--- config.mk ---
export PLATFORM = sky130hd
export DESIGN_NAME = spi_sensor_responder
export DESIGN_NICKNAME = d
export VERILOG_FILES = /design/src/rtl/spi_sensor_responder.sv
export SDC_FILE = /design/constraint.sdc
export NUM_CORES = 1
export LEC_CHECK = 0
export CAP_MARGIN = 20
export CORE_MARGIN = 1
export CORE_UTILIZATION = 55
export CTS_CLUSTER_SIZE = 28
export DETAILED_ROUTE_END_ITERATION = 8
export GPL_ROUTABILITY_DRIVEN = 0
export PLACE_DENSITY = 0.73
export SETUP_SLACK_MARGIN = 0.02
export SLEW_MARGIN = 5
export SYNTH_ARGS = -nofsm -noshare
export SYNTH_HDL_FRONTEND = slang
export SYNTH_SLANG_ARGS = --single-unit
--- constraint.sdc ---
create_clock -name CLOCK -period 3.55 [get_ports CLOCK]
set_input_delay 0.355 -clock CLOCK [delete_from_list [all_inputs] [get_ports CLOCK]]
set_output_delay 0.355 -clock CLOCK [all_outputs]
set_load 0.03 [all_outputs]
--- src/rtl/spi_sensor_responder.sv ---
// SPI mode-3 sensor-style register responder: 7-bit address, R/W command byte,
// burst auto-increment, read-only identity byte, and a local register load port.
module spi_sensor_responder #(
    parameter logic [7:0] WHO_AM_I = 8'h68,
    parameter int         NREGS    = 16
) (
    input  logic       CLOCK,
    input  logic       RESET_N,
    input  logic       CS_N,
    input  logic       SCK,
    input  logic       SDI,
    output logic       SDO,
    input  logic       LOAD_EN,
    input  logic [6:0] LOAD_ADDR,
    input  logic [7:0] LOAD_DATA,
    output logic       WR_VALID,
    output logic [6:0] WR_ADDR,
    output logic [7:0] WR_DATA
);

    typedef enum logic [1:0] {
        IDLE = 2'd0,
        ADDR = 2'd1,
        DATA = 2'd2
    } state_e;

    state_e      state_q, state_d;
    logic [1:0]  cs_sync_q, sck_sync_q, sdi_sync_q;
    logic        cs_prev_q, sck_prev_q;
    logic [2:0]  bit_cnt_q, bit_cnt_d;
    logic [6:0]  shin_q, shin_d;
    logic [7:0]  shout_q, shout_d;
    logic        rw_q, rw_d;
    logic [6:0]  addr_q, addr_d;
    logic        sdo_q, sdo_d;
    logic        wr_valid_q;
    logic [6:0]  wr_addr_q;
    logic [7:0]  wr_data_q;
    logic [7:0]  regs_q [NREGS];

    logic        cs_s, sck_s, sdi_s;
    logic        sck_rise_s, sck_fall_s, cs_fall_s, cs_rise_s;
    logic [7:0]  byte_s;
    logic [6:0]  rd_addr_s;
    logic [7:0]  rd_data_s;
    logic        commit_s;

    function automatic logic is_writable(input logic [6:0] a);
        return (a != 7'h0F) && (int'(a) < NREGS);
    endfunction

    assign cs_s       = cs_sync_q[1];
    assign sck_s      = sck_sync_q[1];
    assign sdi_s      = sdi_sync_q[1];
    assign sck_rise_s = sck_s & ~sck_prev_q;
    assign sck_fall_s = ~sck_s & sck_prev_q;
    assign cs_fall_s  = ~cs_s & cs_prev_q;
    assign cs_rise_s  = cs_s & ~cs_prev_q;
    assign byte_s     = {shin_q, sdi_s};
    assign rd_addr_s  = (state_q == ADDR) ? byte_s[6:0] : (addr_q + 7'd1);

    // Synchronizers; CS resets "low" so a transfer already in progress at reset release is not joined mid-way
    always_ff @(posedge CLOCK or negedge RESET_N) begin
        if (!RESET_N) begin
            cs_sync_q  <= 2'b00;
            sck_sync_q <= 2'b11;
            sdi_sync_q <= 2'b00;
            cs_prev_q  <= 1'b0;
            sck_prev_q <= 1'b1;
        end else begin
            cs_sync_q  <= {cs_sync_q[0], CS_N};
            sck_sync_q <= {sck_sync_q[0], SCK};
            sdi_sync_q <= {sdi_sync_q[0], SDI};
            cs_prev_q  <= cs_s;
            sck_prev_q <= sck_s;
        end
    end

    // Read-data mux for the byte about to be loaded into the shift-out register
    always_comb begin
        rd_data_s = 8'h00;
        for (int i = 0; i < NREGS; i++) begin
            rd_data_s = (rd_addr_s == 7'(i)) ? regs_q[i] : rd_data_s;
        end
        if (rd_addr_s == 7'h0F) begin
            rd_data_s = WHO_AM_I;
        end else begin
            rd_data_s = rd_data_s;
        end
    end

    // Transfer FSM next-state and datapath
    always_comb begin
        state_d   = state_q;
        bit_cnt_d = bit_cnt_q;
        shin_d    = shin_q;
        shout_d   = shout_q;
        rw_d      = rw_q;
        addr_d    = addr_q;
        sdo_d     = sdo_q;
        commit_s  = 1'b0;
        case (state_q)
            IDLE: begin
                sdo_d = 1'b0;
                if (cs_fall_s) begin
                    state_d   = ADDR;
                    bit_cnt_d = 3'd0;
                    shin_d    = 7'd0;
                    shout_d   = 8'h00;
                end else begin
                    state_d = IDLE;
                end
            end
            ADDR: begin
                sdo_d = 1'b0;
                if (sck_rise_s) begin
                    shin_d    = byte_s[6:0];
                    bit_cnt_d = bit_cnt_q + 3'd1;
                    if (bit_cnt_q == 3'd7) begin
                        state_d = DATA;
                        rw_d    = byte_s[7];
                        addr_d  = byte_s[6:0];
                        shout_d = byte_s[7] ? rd_data_s : 8'h00;
                    end else begin
                        state_d = ADDR;
                    end
                end else begin
                    state_d = ADDR;
                end
            end
            DATA: begin
                if (sck_fall_s) begin
                    sdo_d   = shout_q[7];
                    shout_d = {shout_q[6:0], 1'b0};
                end else if (sck_rise_s) begin
                    shin_d    = byte_s[6:0];
                    bit_cnt_d = bit_cnt_q + 3'd1;
                    if (bit_cnt_q == 3'd7) begin
                        addr_d   = addr_q + 7'd1;
                        shout_d  = rw_q ? rd_data_s : 8'h00;
                        commit_s = ~rw_q & is_writable(addr_q);
                    end else begin
                        addr_d = addr_q;
                    end
                end else begin
                    sdo_d = sdo_q;
                end
            end
            default: begin
                state_d = IDLE;
                sdo_d   = 1'b0;
            end
        endcase
        // Deselect overrides everything; a byte in flight is dropped
        if (cs_rise_s) begin
            state_d   = IDLE;
            sdo_d     = 1'b0;
            bit_cnt_d = 3'd0;
            commit_s  = 1'b0;
        end else begin
            state_d = state_d;
        end
    end

    // FSM and shift-path state registers
    always_ff @(posedge CLOCK or negedge RESET_N) begin
        if (!RESET_N) begin
            state_q   <= IDLE;
            bit_cnt_q <= 3'd0;
            shin_q    <= 7'd0;
            shout_q   <= 8'h00;
            rw_q      <= 1'b0;
            addr_q    <= 7'd0;
            sdo_q     <= 1'b0;
        end else begin
            state_q   <= state_d;
            bit_cnt_q <= bit_cnt_d;
            shin_q    <= shin_d;
            shout_q   <= shout_d;
            rw_q      <= rw_d;
            addr_q    <= addr_d;
            sdo_q     <= sdo_d;
        end
    end

    // Register file; the SPI commit is assigned last so it wins a same-cycle collision
    always_ff @(posedge CLOCK or negedge RESET_N) begin
        if (!RESET_N) begin
            for (int i = 0; i < NREGS; i++) begin
                regs_q[i] <= 8'h00;
            end
        end else begin
            for (int i = 0; i < NREGS; i++) begin
                if (LOAD_EN && is_writable(LOAD_ADDR) && (LOAD_ADDR == 7'(i))) begin
                    regs_q[i] <= LOAD_DATA;
                end
                if (commit_s && (addr_q == 7'(i))) begin
                    regs_q[i] <= byte_s;
                end
            end
        end
    end

    // Write notification outputs
    always_ff @(posedge CLOCK or negedge RESET_N) begin
        if (!RESET_N) begin
            wr_valid_q <= 1'b0;
            wr_addr_q  <= 7'd0;
            wr_data_q  <= 8'h00;
        end else begin
            wr_valid_q <= commit_s;
            if (commit_s) begin
                wr_addr_q <= addr_q;
                wr_data_q <= byte_s;
            end
        end
    end

    assign SDO      = sdo_q;
    assign WR_VALID = wr_valid_q;
    assign WR_ADDR  = wr_addr_q;
    assign WR_DATA  = wr_data_q;

endmodule

## Word level (Yosys, flattened, before mapping)

Index checks and enable logic that the tools add are counted.

- Bits of input ports: 21
- Output and inout port bits: 17
- Logic and storage cells: 248
- Bits in registers: 173

- Mux-type cells: 84
- Reductions and logical operators: 60
- Bitwise operators: 10
- Eq/ne operators: 60
- Add/subtract/negate cells: 2
- Order comparisons: 2

Operator list:

| operator | number |
|---|---|
| $mux W8 | 54 |
| $eq A7 B4 Y1 const B | 22 |
| $eq A7 B3 Y1 const B | 12 |
| $mux W7 | 9 |
| $eq A7 B2 Y1 const B | 6 |
| $logic_and A1 B1 Y1 | 33 |
| $reduce_bool A2 Y1 | 16 |
| $pmux W8 S3 | 1 |
| $eq A7 B1 Y1 const B | 3 |
| $logic_not A7 Y1 | 3 |
| $pmux W7 S3 | 1 |
| $ne A3 B3 Y1 const B | 5 |
| $lt A7 B5 Y1 const B | 2 |
| $ne A7 B4 Y1 const B | 2 |
| $pmux W7 S2 | 1 |
| $mux W3 | 4 |
| $ne A2 B2 Y1 const B | 6 |
| $reduce_and A6 Y1 | 2 |
| $mux W1 | 9 |
| $pmux W3 S3 | 1 |
| $reduce_and A3 Y1 | 3 |
| $add A7 B1 Y7 const B | 1 |
| $mux W2 | 3 |
| $pmux W2 S3 | 1 |
| other kinds (10) | 18 |

## Depth between registers and ports, before layout

Gate-level depths: netlist of run 1.

- Depth in word-level cells: 24
- Mapped depth: 12
- Mapped depth without buffers: 9

## Worst setup path after synthesis of run 1

Ideal clock, no wire load.

- Kind: flip-flop to flip-flop
- Start point: register addr_q[1]
- End point: register shout_q[1]
- Period minus slack after synthesis: 2.535 ns
- Setup time: 0.134 ns
- Arrival: 2.401 ns
- Cell stages (with the launch flop): 11
- Buffers on the path: 2
- Path slack: 1.015 ns
- Data required time: 3.416 ns
- Path through: dfrtp_1 ha_1 and3_1 buf_2 or3b_4 a311oi_4 and2_0 buf_2 a21oi_1 a31oi_1 o211ai_1

- Cells in the longest elaborated chain, start to end: 24
- Elaborated cells between the ends (all ways): 42
- Those cells by class: add/sub (1); eq/ne (15); mux (25); reduce/logical (1)

RTL lines:

| what | line | RTL |
|---|---|---|
| start, declared | 34 | `logic [6:0] addr_q, addr_d;` |
| start signal, assigned | 181 | `addr_q <= addr_d;` |
| $add A7 B1 Y7 (*) | 60 | `assign rd_addr_s = (state_q == ADDR) ? byte_s[6:0] : (addr_q + 7'd1);` |
| $mux W7 (*) | 60 |  |
| $logic_not A7 Y1 | 83 | `rd_data_s = (rd_addr_s == 7'(i)) ? regs_q[i] : rd_data_s;` |
| $mux W8 (15 in series) | 83 |  |
| $mux W8 (*) | 85 | `if (rd_addr_s == 7'h0F) begin` |
| $mux W8 | 140 | `shout_d = rw_q ? rd_data_s : 8'h00;` |
| $mux W8 | 138 | `if (bit_cnt_q == 3'd7) begin` |
| $mux W8 | 135 | `end else if (sck_rise_s) begin` |
| $mux W8 | 132 | `if (sck_fall_s) begin` |
| $pmux W8 S3 (*) | 102 | `case (state_q)` |
| end signal, assigned | 179 | `shout_q <= shout_d;` |
| end, declared | 32 | `logic [7:0] shout_q, shout_d;` |

Mark *: on every way between the ends. The rest lies on a longest branch, timed or not. The select of a mux whose other input is x is not followed.
A chain may end at the register's enable or synchronous reset.

## Final worst setup path of run 1

- Start point: register state_q[1]
- End point: register shout_q[7]

- Cells in the longest elaborated chain, start to end: 24
- Elaborated cells between the ends (all ways): 51
- Those cells by class: eq/ne (22); mux (25); reduce/logical (4)

RTL lines:

| what | line | RTL |
|---|---|---|
| start, declared | 27 | `state_e state_q, state_d;` |
| start signal, assigned | 176 | `state_q <= state_d;` |
| $eq A2 B1 Y1 | 60, 102 |  |
| $mux W7 | 60 |  |
| $logic_not A7 Y1 | 83 |  |
| $mux W8 (15 in series) | 83 |  |
| $mux W8 | 85 |  |
| $mux W8 | 140 |  |
| $mux W8 | 138 |  |
| $mux W8 | 135 |  |
| $mux W8 | 132 |  |
| $pmux W8 S3 | 102 |  |

Parallel ways exist; a longest one is shown, timed or not. The select of a mux whose other input is x is not followed.

==> results of run 1 <==
==> kinds of logic after synthesis <==
logic type / after synthesis / share of synthesized area [%]
buffers and inverters: 92 / 4.01
muxes: 134 / 14.7
and+or+nand+nor: 367 / 16.7
adders and majority gates: 13 / 1.69
DFF: 173 / 45.1
AOI/OAI and AO/OA: 289 / 17.8
xor gates and xnor gates: 1 / 0.0911
==> layout make-up <==
type | count | area share [%]
Clock buffer | 18 | 4.06
Multi-Input combinational cell | 804 | 45.2
Inverter | 14 | 0.485
Tap cell | 220 | 2.54
Clock inverter | 13 | 1.41
Sequential cell | 173 | 40.0
Timing Repair Buffer | 76 | 6.25
==> power groups by stage <==
stage / combinational (mW) / clock (mW) / sequential, mW
after floorplan: 0.537 / 0 / 2.23
after global placement: 0.800 / 0 / 2.29
after detailed placement: 0.813 / 0 / 2.29
after CTS: 0.817 / 1.91 / 2.26
after global routing: 0.913 / 1.99 / 2.27
final: 0.842 / 1.91 / 2.27
==> per-stage QoR <==
stage	instances	hold slack (ns)
2_1_floorplan	1069	0.0594
3_3_place_gp	1287	0.335
3_5_place_dp	1287	0.335
4_1_cts	1318	0.00357
5_1_grt	1318	0.0173
6_report	1318	-0.0401
==> layer usage <==
metal | vias to the layer above | wire (um) | track usage (%)
li1 | 3812 | - | -
met1 | 4192 | 12700 | 50.6
met2 | 523 | 13200 | 52.1
met3 | 114 | 2970 | 7.37
met4 | 0 | 1330 | 17.2
met5 | - | 0 | 0
==> state kept, by name (all words and copies together) (netlist names), 2 cells and up <==
| name | count |
|---|---|
| regs_q | 120 |
| shout_q | 8 |
| cs_sync_q | 2 |
| bit_cnt_q | 3 |
| WR_DATA | 8 |
| sck_sync_q | 2 |
| WR_ADDR | 7 |
| sdi_sync_q | 2 |
| shin_q | 7 |
| state_q | 2 |
| addr_q | 7 |
==> worst min path at each step <==
stage	start	end	slack, ns	cells past startpoint
3_3_place_gp	cs_sync_q[0]	cs_sync_q[1]	0.33	0
4_1_cts	RESET_N	WR_ADDR[6]	0.004	1
6_report	RESET_N	WR_ADDR[6]	-0.04	1
3_5_place_dp	sdi_sync_q[0]	sdi_sync_q[1]	0.33	0
5_1_grt	RESET_N	regs_q[108]	0.02	1
2_1_floorplan	RESET_N	SDO	0.06	0
==> cell usage after synthesis (all sizes together), types with 9 or more instances <==
cell,instances,share of area [%]
mux2i,124,13
ha,13,1.7
nor3,10,0.68
nor2b,9,0.59
o21ai,47,2.4
dfrtp,170,44
nand3,15,0.78
buf,24,1.4
clkbuf,54,2.1
inv,14,0.55
a31oi,15,0.98
o22ai,11,0.72
a21oi,158,8.3
nand2,122,4.8
nor2,163,6.4
==> critical path: stages (launching register included) <==
cell and delay, ns:
dfrtp_1 0.40, inv_1 0.09, ha_1 0.42, nand2b_1 0.19, nand2_1 0.42, buf_4 0.31, buf_4 0.19, mux2_2 0.35
nand4_1 0.10, o31ai_1 0.08, a211oi_1 0.28, o21ai_0 0.14
==> results.py, run 1 <==
metrics = {
    "power_and_ir_drop": {
        "pwr-share-clk_pct": 38.0,
        "powerDensity_nw_per_um2": 463,
        "comb_power_share_pct": 16.8,
        "p_switching_mw": 1.50,
        "switching_share_pct": 29.9,
        "ir_drop_mv": 0.447,
        "p_leak_nw": 4.84,
        "sequentialPowerShare_pct": 45.2,
        "intPower_mw": 3.51,
        "total_power_mw": 5.01,
    },
    "sta": {
        "finalCriticalPeriod_ns": 3.11,
        "rsz0062_at_grt": "false",
        "timing.hold.ws_ns": -0.0401,
        "min_period_over_period_pct": 87.6,
        "slew_headroom_pct": 28.4,
        "hold_viol_final": 30,
        "setup_violations": 0,
        "final.setup.worst_slack_ns": 0.439,
        "worstMarginPinSlew_ns": 1.07,
        "tns_ns": 0,
        "drv_slew": 0,
        "fmax_ghz": 0.321,
        "fin_worst_skew_ns": 0.0115,
    },
    "detailed_routing": {
        "drt-total-wl_mm": 30.3,
        "avgViaCountPerCell": 6.56,
        "num_vias": 8641,
        "first_pass_iters": 8,
        "drt-initial-drc-count": 1076,
        "drc": 0,
        "wire_per_inst_um": 23.0,
        "ant_nets": 0,
    },
    "yosys": {
        "seq_area_frac_synth_pct": 45.1,
        "syn-num-nets": 1103,
        "ys_warn_count": 0,
        "synthCells": 1069,
        "synth_edf_count": 0,
        "synthesis.area_um2": 9610,
        "ys_ff_latch": 173,
        "ys.flop_type": "dfrtp_1",
        "avgSynthCellArea_um2": 8.99,
        "synthArstFlopShare_pct": 100,
        "synth_cell_types": 72,
    },
    "layout": {
        "area_growth_syn_to_layout_pct": 12.6,
        "fin_area_um2": 10800,
        "fillCellCount": 1408,
        "layout.area.seq_um2": 4330,
        "multi_input_comb_area_um2": 4900,
        "nets": 1120,
        "num_antenna_cells": 0,
        "finalCoreUtilization_pct": 64.4,
        "layout-drive-gt1-share_pct": 9.20,
        "final_common_cell": "dfrtp_1",
        "most-common-layout-cells": "170 x dfrtp_1, 162 x nor2_1, 157 x a21oi_1",
    },
    "critical_path": {
        "critPathArrivalTime_ns": 3.41,
        "crit_start": "state_q[1]",
        "cp-start-kind": "flip-flop",
        "worstSetupPathType": "flip-flop to flip-flop",
        "regToRegEndpoint": "shout_q[7]",
        "worstPathRequired_ns": 3.85,
        "critPathMaxFanout": 13,
        "cp-end-kind": "flip-flop",
        "r2r_slack_ns": 0.44,
        "reg2reg_from": "state_q[1]",
        "reg2reg_depth": 11,
        "crit_end": "shout_q[7]",
    },
    "grt": {
        "grtUsageTotal_pct": 35.6,
        "gr-total-overflow": 0,
        "grt_max_degree": 85,
        "grt_pass1_wl_mm": 47.5,
        "antenna_found_initial": 0,
        "grt_pass1_vias": 8111,
    },
    "clock_network": {
        "cts_root_buf": "clkbuf_16",
        "cts_resized": 0,
        "cts_tree": "built",
        "cts_buffers": 17,
        "htreeDepth": 4,
        "cts_sinks": 173,
        "path_clk_slew_ns": 0.07,
        "ctsHoldBuffers": 0,
        "post-cts-setup-buffer-count": 0,
        "insertion_delay_ns": 0.44,
        "clk_path_buf_depth": 2,
    },
    "hold_path": {
        "hold_path.class": "primary input to asynchronous set/reset pin",
    },
    "outcome": {
        "outcome": "finished with violations",
        "violations": "hold timing",
    },
    "flow_run": {
        "drv_cap": 0,
    },
    "floorplan": {
        "initial_utilization_pct": 57.2,
        "io_pins": 38,
        "coreArea_um2": 16800,
        "fp-row-count": 47,
        "die_h_um": 134,
        "fp.dieW_um": 134,
        "die_area_um2": 18000,
    },
    "placed_design": {
        "placed_area_um2": 10200,
        "hpwl_mm": 20.1,
        "place_ws_ns": 0.556,
        "portBuffers": 37,
    },
}
(Power assumes the default switching activity.)
==> inputs of run 2 (changes only) <==
--- a/config.mk
+++ b/config.mk
@@ -5,6 +5,7 @@
 export SDC_FILE = /design/constraint.sdc
 export NUM_CORES = 1
 export LEC_CHECK = 0
+export ABC_AREA = 0
 export CAP_MARGIN = 20
 export CORE_MARGIN = 1
 export CORE_UTILIZATION = 55
==> results of run 2 <==
The final DEF is identical to that of run 1; final timing and power are the same.
==> inputs of run 3 (changes only) <==
--- a/config.mk
+++ b/config.mk
@@ -12,8 +12,9 @@
 export CTS_CLUSTER_SIZE = 28
 export DETAILED_ROUTE_END_ITERATION = 8
 export GPL_ROUTABILITY_DRIVEN = 0
+export MAX_ROUTING_LAYER = met4
 export PLACE_DENSITY = 0.73
-export SETUP_SLACK_MARGIN = 0.02
+export SETUP_SLACK_MARGIN = 0.05
 export SLEW_MARGIN = 5
 export SYNTH_ARGS = -nofsm -noshare
 export SYNTH_HDL_FRONTEND = slang
==> results.py, run 3 (synthesis gave the netlist of run 1 again) <==
metrics = {
    "sta": {
        "tns_ns": 0,
        "hold_viol_final": 22,
        "drv_slew": 0,
        "worstMarginPinSlew_ns": 1.08,
        "timing.hold.ws_ns": -0.0432,
        "fmax_ghz": 0.324,
        "min_period_over_period_pct": 87.1,
        "rsz0062_at_grt": "false",
        "setup_violations": 0,
        "final.setup.worst_slack_ns": 0.460,
        "slew_headroom_pct": 27.7,
        "finalCriticalPeriod_ns": 3.09,
        "fin_worst_skew_ns": 0.00918,
    },
    "layout": {
        "most-common-layout-cells": "170 x dfrtp_1, 162 x nor2_1, 157 x a21oi_1",
        "num_antenna_cells": 0,
        "final_common_cell": "dfrtp_1",
        "fillCellCount": 1408,
        "nets": 1120,
        "largest_reg_flops": 120,
        "area_growth_syn_to_layout_pct": 12.6,
        "top_register": "regs_q",
        "layout-drive-gt1-share_pct": 9.20,
    },
    "grt": {
        "grt_pass1_wl_mm": 47.3,
        "grtUsageTotal_pct": 36.6,
        "antenna_found_initial": 0,
        "grt_max_degree": 85,
        "gr-total-overflow": 0,
        "grt_pass1_vias": 8122,
    },
    "critical_path": {
        "cp_slowest_cell": "nand2_1",
        "path_depth": 11,
        "regToRegEndpoint": "shout_q[7]",
        "critPathArrivalTime_ns": 3.39,
        "cp_cell_sequence": "inv_1, ha_1, nand2b_1, nand2_1, buf_4, buf_4, mux2_2, nand4_1, o31ai_1, a211oi_1, o21ai_0",
        "cp-start-kind": "flip-flop",
        "critPathMaxFanout": 13,
        "worst_path_most_repeated_cell": "buf_4",
        "r2r_slack_ns": 0.46,
        "crit_start": "state_q[1]",
        "reg2reg_depth": 11,
        "worstPathRequired_ns": 3.85,
        "crit_path_max_incr_delay_ns": 0.42,
        "reg2reg_from": "state_q[1]",
        "crit_end": "shout_q[7]",
        "path_buf_inv": 3,
        "cp-end-kind": "flip-flop",
        "cp_top_family": "simple AND/OR/NAND/NOR gates",
        "worstSetupPathType": "flip-flop to flip-flop",
    },
    "floorplan": {
        "fp.dieW_um": 134,
        "initial_utilization_pct": 57.2,
        "die_h_um": 134,
        "io_pins": 38,
        "fp-row-count": 47,
        "die_area_um2": 18000,
        "coreArea_um2": 16800,
    },
    "clock_network": {
        "path_clk_slew_ns": 0.07,
        "post-cts-setup-buffer-count": 0,
        "cts_tree": "built",
        "clk_path_buf_depth": 2,
        "insertion_delay_ns": 0.44,
        "cts_resized": 0,
        "cts_buffers": 17,
        "cts_sinks": 173,
        "ctsHoldBuffers": 0,
        "cts_root_buf": "clkbuf_16",
        "htreeDepth": 4,
    },
    "placed_design": {
        "portBuffers": 37,
        "place_ws_ns": 0.556,
        "hpwl_mm": 20.1,
    },
    "detailed_routing": {
        "wire_per_inst_um": 22.9,
        "ant_nets": 0,
        "avgViaCountPerCell": 6.45,
        "drt-initial-drc-count": 1006,
        "drt-total-wl_mm": 30.2,
        "num_vias": 8506,
        "drc": 0,
        "first_pass_iters": 5,
    },
    "power_and_ir_drop": {
        "intPower_mw": 3.51,
        "p_switching_mw": 1.50,
        "p_leak_nw": 4.84,
        "switching_share_pct": 29.9,
        "sequentialPowerShare_pct": 45.2,
        "powerDensity_nw_per_um2": 463,
        "ir_drop_mv": 0.445,
        "pwr-share-clk_pct": 38.0,
        "comb_power_share_pct": 16.8,
    },
    "flow_run": {
        "drv_cap": 0,
    },
    "outcome": {
        "outcome": "finished with violations",
        "violations": "hold timing",
    },
    "hold_path": {
        "hold_path.class": "primary input to asynchronous set/reset pin",
    },
}
## run 3: layer usage
| layer | vias to the layer above | global-route usage (%) | part of all wire [%] |
|---|---|---|---|
| met5 | - | - | 0 |
| met4 | 0 | 17.0 | 4.1 |
| met3 | 96 | 6.99 | 10 |
| met2 | 548 | 52.1 | 44 |
| met1 | 4048 | 50.5 | 41 |
| li1 | 3814 | - | - |
## run 3: area by class of cell
| type | instances | area, um2 | share of cell area [%] |
|---|---|---|---|
| clock buffers | 18 | 439 | 4.06 |
| inverters | 14 | 52.6 | 0.485 |
| flip-flops and latches | 173 | 4330 | 40.0 |
| repair buffers | 76 | 677 | 6.25 |
| multi-input cells | 804 | 4900 | 45.2 |
| clock inverters | 13 | 153 | 1.41 |
| well taps | 220 | 275 | 2.54 |
## run 3: worst min-delay path by stage
stage                       start            end
floorplan                 RESET_N            SDO
global placement     cs_sync_q[0]   cs_sync_q[1]
detailed placement  sdi_sync_q[0]  sdi_sync_q[1]
CTS                       RESET_N     WR_ADDR[6]
global route              RESET_N     WR_ADDR[6]
finish                    RESET_N     WR_ADDR[6]
## run 3: metrics by stage
| stage | area [um2] | hold WS, ns | power (mW) | util (%) | std cells |
|---|---|---|---|---|---|
| 3_5_place_dp | 10200 | 0.335 | 3.10 | 60.9 | 1287 |
| 2_1_floorplan | 9610 | 0.0594 | 2.76 | - | 1069 |
| 5_1_grt | 10800 | 0.0294 | 5.18 | 64.4 | 1318 |
| 4_1_cts | 10800 | 0.00357 | 4.99 | 64.4 | 1318 |
| 6_report | 10800 | -0.0432 | 5.01 | 64.4 | 1318 |
| 3_3_place_gp | 10200 | 0.335 | 3.09 | 60.9 | 1287 |
## run 3: power by group through the flow
| stage | clock network, mW | logic [mW] | registers (mW) |
|---|---|---|---|
| 5_1_grt | 1.99 | 0.912 | 2.27 |
| 3_3_place_gp | 0 | 0.800 | 2.29 |
| 4_1_cts | 1.91 | 0.817 | 2.26 |
| 6_report | 1.91 | 0.842 | 2.27 |
| 2_1_floorplan | 0 | 0.537 | 2.23 |
| 3_5_place_dp | 0 | 0.813 | 2.29 |
## run 3: worst reg2reg max path, delay by kind of cell, from the launching register on
family	cells	cell delay, ns
buffers and inverters	3	0.60
AOI/OAI and AO/OA	3	0.50
DFF	1	0.40
and+or+nand+nor	3	0.73
adders and majority gates	1	0.41
muxes	1	0.36
